==> src/rtl/game_timer_if.sv <==
// Signal bundle between the game state machine / pickup / HUD side and game_timer.
// The timer itself connects through the slave modport.
interface game_timer_if;
  logic       game_on;
  logic [1:0] level_sel;
  logic       add_time;
  logic       one_sec_pulse;
  logic       timer_ended;
  logic       low_time;
  logic [3:0] min_digit;
  logic [3:0] sec_tens;
  logic [3:0] sec_ones;

  modport master (
    output game_on, level_sel, add_time,
    input  one_sec_pulse, timer_ended, low_time, min_digit, sec_tens, sec_ones
  );

  modport slave (
    input  game_on, level_sel, add_time,
    output one_sec_pulse, timer_ended, low_time, min_digit, sec_tens, sec_ones
  );
endinterface

==> src/rtl/game_timer.sv <==
// Level countdown timer with a free-running one-second prescaler.
// Also produces the low-time warning and the M:SS digits for the HUD.
module game_timer #(
  parameter int unsigned CLK_FREQ_HZ   = 31_500_000,
  parameter int unsigned L1_SECONDS    = 120,
  parameter int unsigned L2_SECONDS    = 90,
  parameter int unsigned BONUS_SECONDS = 15,
  parameter int unsigned WARN_SECONDS  = 10
) (
  input logic         clk,
  input logic         reset,
  game_timer_if.slave bus
);

  typedef enum logic [1:0] {StIdle, StRunning, StExpired} state_e;

  localparam int unsigned PreW    = (CLK_FREQ_HZ > 1) ? $clog2(CLK_FREQ_HZ) : 1;
  localparam logic [PreW-1:0] PreLast = PreW'(CLK_FREQ_HZ - 1);
  localparam logic [9:0]  L1Count   = 10'(L1_SECONDS);
  localparam logic [9:0]  L2Count   = 10'(L2_SECONDS);
  localparam logic [9:0]  WarnCount = 10'(WARN_SECONDS);
  localparam logic [10:0] BonusAdd  = 11'(BONUS_SECONDS);
  localparam logic [10:0] MaxCount  = 11'd599;
  localparam logic [3:0]  RstMin    = 4'(L1_SECONDS / 60);
  localparam logic [3:0]  RstTens   = 4'((L1_SECONDS % 60) / 10);
  localparam logic [3:0]  RstOnes   = 4'(L1_SECONDS % 10);

  logic [PreW-1:0] pre_q;
  logic            game_on_q;
  state_e          state_q;
  logic [9:0]      count_q;
  logic            rise;
  logic            tick;
  logic [9:0]      load_val;
  logic [10:0]     bonus_sum;
  logic [9:0]      run_val;

  assign rise              = bus.game_on & ~game_on_q;
  assign tick              = (pre_q == PreLast);
  assign bus.one_sec_pulse = tick;

  // Bonus saturates before the tick is taken, so a tick at the ceiling yields 598.
  always_comb begin
    load_val  = (bus.level_sel == 2'd2) ? L2Count : L1Count;
    bonus_sum = {1'b0, count_q};
    if (bus.add_time) begin
      bonus_sum = bonus_sum + BonusAdd;
    end
    if (bonus_sum > MaxCount) begin
      bonus_sum = MaxCount;
    end
    run_val = bonus_sum[9:0];
    if (tick) begin
      run_val = run_val - 10'd1;
    end
  end

  // Prescaler never stops; the game state machine times its waits from it.
  always_ff @(posedge clk or posedge reset) begin
    if (reset) begin
      pre_q <= '0;
    end else if (rise || tick) begin
      pre_q <= '0;
    end else begin
      pre_q <= pre_q + 1'b1;
    end
  end

  always_ff @(posedge clk or posedge reset) begin
    if (reset) begin
      state_q         <= StIdle;
      count_q         <= L1Count;
      game_on_q       <= 1'b0;
      bus.timer_ended <= 1'b0;
      bus.low_time    <= 1'b0;
      bus.min_digit   <= RstMin;
      bus.sec_tens    <= RstTens;
      bus.sec_ones    <= RstOnes;
    end else begin
      game_on_q     <= bus.game_on;
      bus.low_time  <= (state_q == StRunning) && (count_q != '0) && (count_q <= WarnCount);
      bus.min_digit <= 4'(count_q / 10'd60);
      bus.sec_tens  <= 4'((count_q % 10'd60) / 10'd10);
      bus.sec_ones  <= 4'(count_q % 10'd10);
      if (rise) begin
        state_q         <= StRunning;
        count_q         <= load_val;
        bus.timer_ended <= 1'b0;
      end else begin
        unique case (state_q)
          StIdle: begin
            bus.timer_ended <= 1'b0;
          end
          StRunning: begin
            if (!bus.game_on) begin
              state_q <= StIdle;
            end else begin
              count_q <= run_val;
              if (run_val == '0) begin
                state_q         <= StExpired;
                bus.timer_ended <= 1'b1;
              end
            end
          end
          StExpired: begin
            count_q         <= '0;
            bus.timer_ended <= 1'b1;
          end
          default: begin
            state_q         <= StIdle;
            bus.timer_ended <= 1'b0;
          end
        endcase
      end
    end
  end

endmodule

==> src/flat_wrapper.sv <==
// flat-port wrapper written by rule: the top's interface ports become plain ports
module game_timer_flat 
#(
  parameter int unsigned CLK_FREQ_HZ   = 31_500_000,
  parameter int unsigned L1_SECONDS    = 120,
  parameter int unsigned L2_SECONDS    = 90,
  parameter int unsigned BONUS_SECONDS = 15,
  parameter int unsigned WARN_SECONDS  = 10
)
  (clk, reset, bus_game_on, bus_level_sel, bus_add_time, bus_one_sec_pulse, bus_timer_ended, bus_low_time, bus_min_digit, bus_sec_tens, bus_sec_ones);
  game_timer_if bus_i ();
  input logic clk;
  input logic reset;
  input wire logic [$bits(bus_i.game_on)-1:0] bus_game_on;
  input wire logic [$bits(bus_i.level_sel)-1:0] bus_level_sel;
  input wire logic [$bits(bus_i.add_time)-1:0] bus_add_time;
  output wire logic [$bits(bus_i.one_sec_pulse)-1:0] bus_one_sec_pulse;
  output wire logic [$bits(bus_i.timer_ended)-1:0] bus_timer_ended;
  output wire logic [$bits(bus_i.low_time)-1:0] bus_low_time;
  output wire logic [$bits(bus_i.min_digit)-1:0] bus_min_digit;
  output wire logic [$bits(bus_i.sec_tens)-1:0] bus_sec_tens;
  output wire logic [$bits(bus_i.sec_ones)-1:0] bus_sec_ones;
  assign bus_i.game_on = bus_game_on;
  assign bus_i.level_sel = bus_level_sel;
  assign bus_i.add_time = bus_add_time;
  assign bus_one_sec_pulse = bus_i.one_sec_pulse;
  assign bus_timer_ended = bus_i.timer_ended;
  assign bus_low_time = bus_i.low_time;
  assign bus_min_digit = bus_i.min_digit;
  assign bus_sec_tens = bus_i.sec_tens;
  assign bus_sec_ones = bus_i.sec_ones;
  game_timer #(.CLK_FREQ_HZ(CLK_FREQ_HZ), .L1_SECONDS(L1_SECONDS), .L2_SECONDS(L2_SECONDS), .BONUS_SECONDS(BONUS_SECONDS), .WARN_SECONDS(WARN_SECONDS)) u_core (.clk(clk), .reset(reset), .bus(bus_i));
endmodule
==> config.mk <==
export PLATFORM = sky130hd
export DESIGN_NAME = game_timer_flat
export DESIGN_NICKNAME = d
export VERILOG_FILES = /design/src/rtl/game_timer_if.sv /design/src/rtl/game_timer.sv /design/src/flat_wrapper.sv
export SDC_FILE = /design/constraint.sdc
export NUM_CORES = 1
export LEC_CHECK = 0
export CAP_MARGIN = 15
export CORE_AREA = 2 2 91 93
export CTS_BUF_LIST = sky130_fd_sc_hd__clkbuf_16
export DETAILED_ROUTE_END_ITERATION = 7
export DIE_AREA = 0 0 93 95
export GPL_TIMING_DRIVEN = 0
export PLACE_DENSITY = 0.75
export SYNTH_ARGS = -nofsm -noshare
export SYNTH_HDL_FRONTEND = slang
export SYNTH_SLANG_ARGS = --single-unit
==> constraint.sdc <==
create_clock -name clk -period 3.8 [get_ports clk]
set_input_delay 0.95 -clock clk [delete_from_list [all_inputs] [get_ports clk]]
set_output_delay 0.95 -clock clk [all_outputs]
set_load 0.01 [all_outputs]
==> run_results.csv <==
group,metric,value,unit
detailed_routing,drt-total-wl,11480,um
logic_synthesis,async_reset_ff_share,100.0,%
logic_synthesis,yosysWarnings,0,
die,initial_core_util,52.57,%
power,leakage,1.996,nW
hold_path,holdPathEnd,"u_core.pre_q[0]$_DFF_PP0_",
setup_path,setup.worst_path.start_class,"flop",
die,rows,33,
logic_synthesis,synth-main-ff-cell,"dfrtp_1",
die,die_w,93,um
hold_path,hold_start,"u_core.pre_q[0]$_DFF_PP0_",
global_route,overflow,0,
timing,rsz0062_at_grt,"true",
clocking,clock_latency,0.29,ns
setup_path,timing_worst_setup_path_type,"flop to flop",
place,place_hpwl,8294,um
hold_path,hold_path.class,"flop to flop",
clocking,cts_tree,"yes",
logic_synthesis,ys_seq_elements,52,
die,dieArea,8835,um^2
timing,setup_tns,-0.3329,ns
detailed_routing,drc_errors,0,
detailed_routing,wl_per_cell,17.55,um
detailed_routing,initialDrtViolationCount,366,
outcome,violations,"setup timing",
logic_synthesis,syn_inst,506,
power,peakVddDrop,0.3596,mV
hold_path,whs_path_depth,1,
setup_path,r2r_start,"u_core.count_q[1]$_DFFE_PP0P_",
timing,fin_crit,3.940,ns
logic_synthesis,avgSynthCellArea,8.237,um^2
logic_synthesis,yosysSeqAreaShare,31.37,%
power,power_density,810.7,nW/um^2
logic_synthesis,synth-edff-count,0,
setup_path,worstPathRequired,3.98,ns
layout,final-instance-count-excl-fill,654,
clocking,numCtsBuffers,5,
global_route,grt_max_degree,37,
place,place.gp.congestion,0.9380,
setup_path,rrSetupSlack,-0.14,ns
global_route,grt_pass1_wl,18980,um
layout,diodes,0,
clocking,cts_buffer_depth,2,
timing,setup_violations,3,
clocking,htreeDepth,2,
global_route,track_usage,26.76,%
die,io_pins,21,
layout,drive_above_1_share,17.30,%
job,maxCapViolCount,0,
detailed_routing,via_count,4115,
setup_path,cp_max_fo,7,
timing,slew_violations,0,
clocking,cts-root-buf,"clkbuf_16",
layout,fill_cells,692,
timing,timing.slew.headroom,47.43,%
global_route,grt_antenna_before_repair,0,
place,portBuffers,20,
timing,fin_ws,-0.1399,ns
global_route,grt_pass1_vias,3864,
clocking,cts.sinks,52,
timing,finalHoldViolCount,0,
timing,post-route-period-util,103.7,%
detailed_routing,drtPass1Iterations,5,
place,dp_cells,632,
detailed_routing,vias_per_cell,6.292,
clocking,hold_buffers,0,
die,core,7928,um^2
timing,worst_pin_slew,0.7776,ns
logic_synthesis,synth_nets,521,
timing,clock_skew,0.004317,ns
layout,nets,563,
layout,syn_to_final_growth,19.03,%
timing,fmax,253.8,MHz
die,fp.dieH,95,um
clocking,clkTransAtPathRegs,0.07,ns
setup_path,ff2ff_path_depth,14,
detailed_routing,ant_nets,0,
setup_path,arrival,4.12,ns
logic_synthesis,yosysUniqueCellTypes,77,
logic_synthesis,netlist_area,4168,um^2
outcome,outcome,"finished with violations",
setup_path,worstSetupEndpointType,"flop",
setup_path,startpoint,"u_core.count_q[1]$_DFFE_PP0P_",
setup_path,reg2reg_to,"u_core.bus.timer_ended$_DFFE_PP0P_",
-- routing by layer --
layer  track usage (%)  routed length, um  vias to the layer above
met3             3.671                725                       32
met4             8.824                294                        0
met2             44.44               5458                      163
met5                 0                  0                        -
li1                  -                  -                     1953
met1             36.15               4998                     1967
-- registers in the layout, summed over array words and instances, names as in the netlist --
| signal | cells |
|---|---|
| u_core.state_q | 2 |
| u_core.bus.min_digit | 4 |
| u_core.count_q | 10 |
| u_core.bus.timer_ended | 1 |
| u_core.game_on_q | 1 |
| u_core.bus.low_time | 1 |
| u_core.bus.sec_tens | 4 |
| u_core.pre_q | 25 |
| u_core.bus.sec_ones | 4 |
-- worst max-delay path: stages (launching register included) --
cell and delay, ns:
dfrtp_2 0.43, buf_6 0.14, or4_4 0.48, a311oi_2 0.29, a41oi_2 0.10, nor4_4 0.44
o21a_1 0.20, ha_2 0.20, nand2_2 0.05, or3_4 0.42, or3_4 0.35, a211oi_2 0.22
and4_4 0.27, and3b_1 0.18, nor3_2 0.05
-- area by class of cell --
type | count | area (um^2) | share of cell area (%)
multi-input combinational | 410 | 2833 | 57.10
clock inverter | 3 | 17.52 | 0.3531
inverter | 14 | 55.05 | 1.110
timing repair buffer | 38 | 349.1 | 7.037
tap | 105 | 131.4 | 2.648
sequential | 52 | 1310 | 26.41
buffer | 27 | 140.1 | 2.825
clock buffer | 5 | 125.1 | 2.522
-- power by group --
group / total, mW / internal [mW] / switching, mW
combinational: 2.75 / 1.11 / 1.64
sequential: 0.820 / 0.709 / 0.111
clock: 0.447 / 0.243 / 0.204
total: 4.02 / 2.07 / 1.96
-- logic make-up after synthesis --
| logic type | count (synthesis) | synth area share, % |
|---|---|---|
| buffers and inverters | 44 | 4.653 |
| other | 1 | 0.08998 |
| and+or+nand+nor | 223 | 29.06 |
| muxes | 5 | 1.261 |
| AOI/OAI and AO/OA | 131 | 22.01 |
| adders and majority gates | 11 | 3.182 |
| xor gates and xnor gates | 39 | 8.376 |
| DFF | 52 | 31.37 |
-- timing repair --
action,in CTS,in global routing
setup buffers,15,2
resized for setup,27,14
setup endpoints to repair,8,7
pin swaps,8,9
-- cell usage in the layout (no fill, tap or decap), types with 4 or more instances in the layout --
| cell | count |
|---|---|
| nand2b_1 | 5 |
| and2_1 | 7 |
| o21ai_1 | 7 |
| a21oi_1 | 25 |
| nor2_1 | 51 |
| nand3_1 | 23 |
| clkdlybuf4s50_1 | 19 |
| and3_1 | 10 |
| o21a_1 | 4 |
| o211ai_1 | 8 |
| dfrtp_1 | 45 |
| buf_4 | 19 |
| o211a_1 | 4 |
| clkbuf_1 | 12 |
| xnor2_1 | 19 |
| nand2_1 | 38 |
| nand4_1 | 14 |
| xor2_1 | 18 |
| and4_1 | 7 |
| ha_1 | 7 |
| a211o_1 | 6 |
| clkbuf_16 | 5 |
| a31oi_1 | 5 |
| inv_1 | 12 |
| dfstp_2 | 5 |
| or3_1 | 4 |
| nor3_1 | 17 |
| buf_2 | 8 |
| o21ai_0 | 25 |
| o31ai_1 | 4 |
-- cells in the mapped netlist, types with 4 or more instances --
master	count	share of area (%)
a211o_1	6	1.3
a21oi_1	25	3.0
a31oi_1	5	0.75
and2_1	9	1.4
and3_1	11	1.7
and4_1	7	1.5
buf_2	11	1.3
clkbuf_1	16	1.4
dfrtp_1	47	28
dfstp_2	5	3.2
ha_1	9	2.7
inv_1	14	1.3
nand2_1	41	3.7
nand2b_1	5	0.75
nand3_1	24	2.9
nand4_1	14	2.1
nor2_1	53	4.8
nor3_1	17	2.0
nor3b_1	4	0.72
nor4_1	5	0.75
o211a_1	4	0.96
o211ai_1	8	1.4
o21a_1	4	0.72
o21ai_0	26	3.1
o21ai_1	7	0.84
o31ai_1	5	0.90
or3_1	6	0.90
xnor2_1	20	4.2
xor2_1	18	3.8
-- per-stage QoR --
stage / hold slack [ns] / util, % / setup slack (ns) / area [um^2] / power, mW
final: 0.4939 / 62.58 / -0.1399 / 4961 / 4.022
after global routing: 0.5351 / 62.58 / -0.2667 / 4961 / 4.324
after floorplan: 0.3529 / - / -0.09670 / 4224 / 2.696
after detailed placement: 0.3631 / 57.72 / -1.066 / 4576 / 3.307
after CTS: 0.4989 / 61.63 / -0.1517 / 4886 / 3.893
after global placement: 0.3584 / 57.47 / -1.009 / 4556 / 3.259
-- worst max path at each step --
stage,endpoint,depth (start not counted)
after CTS,u_core.bus.timer_ended$_DFFE_PP0P_,15
final,u_core.bus.timer_ended$_DFFE_PP0P_,14
after detailed placement,u_core.bus.timer_ended$_DFFE_PP0P_,15
after global routing,u_core.bus.timer_ended$_DFFE_PP0P_,14
after global placement,u_core.bus.timer_ended$_DFFE_PP0P_,16
after floorplan,u_core.bus.timer_ended$_DFFE_PP0P_,15
(Power assumes the default switching activity.)
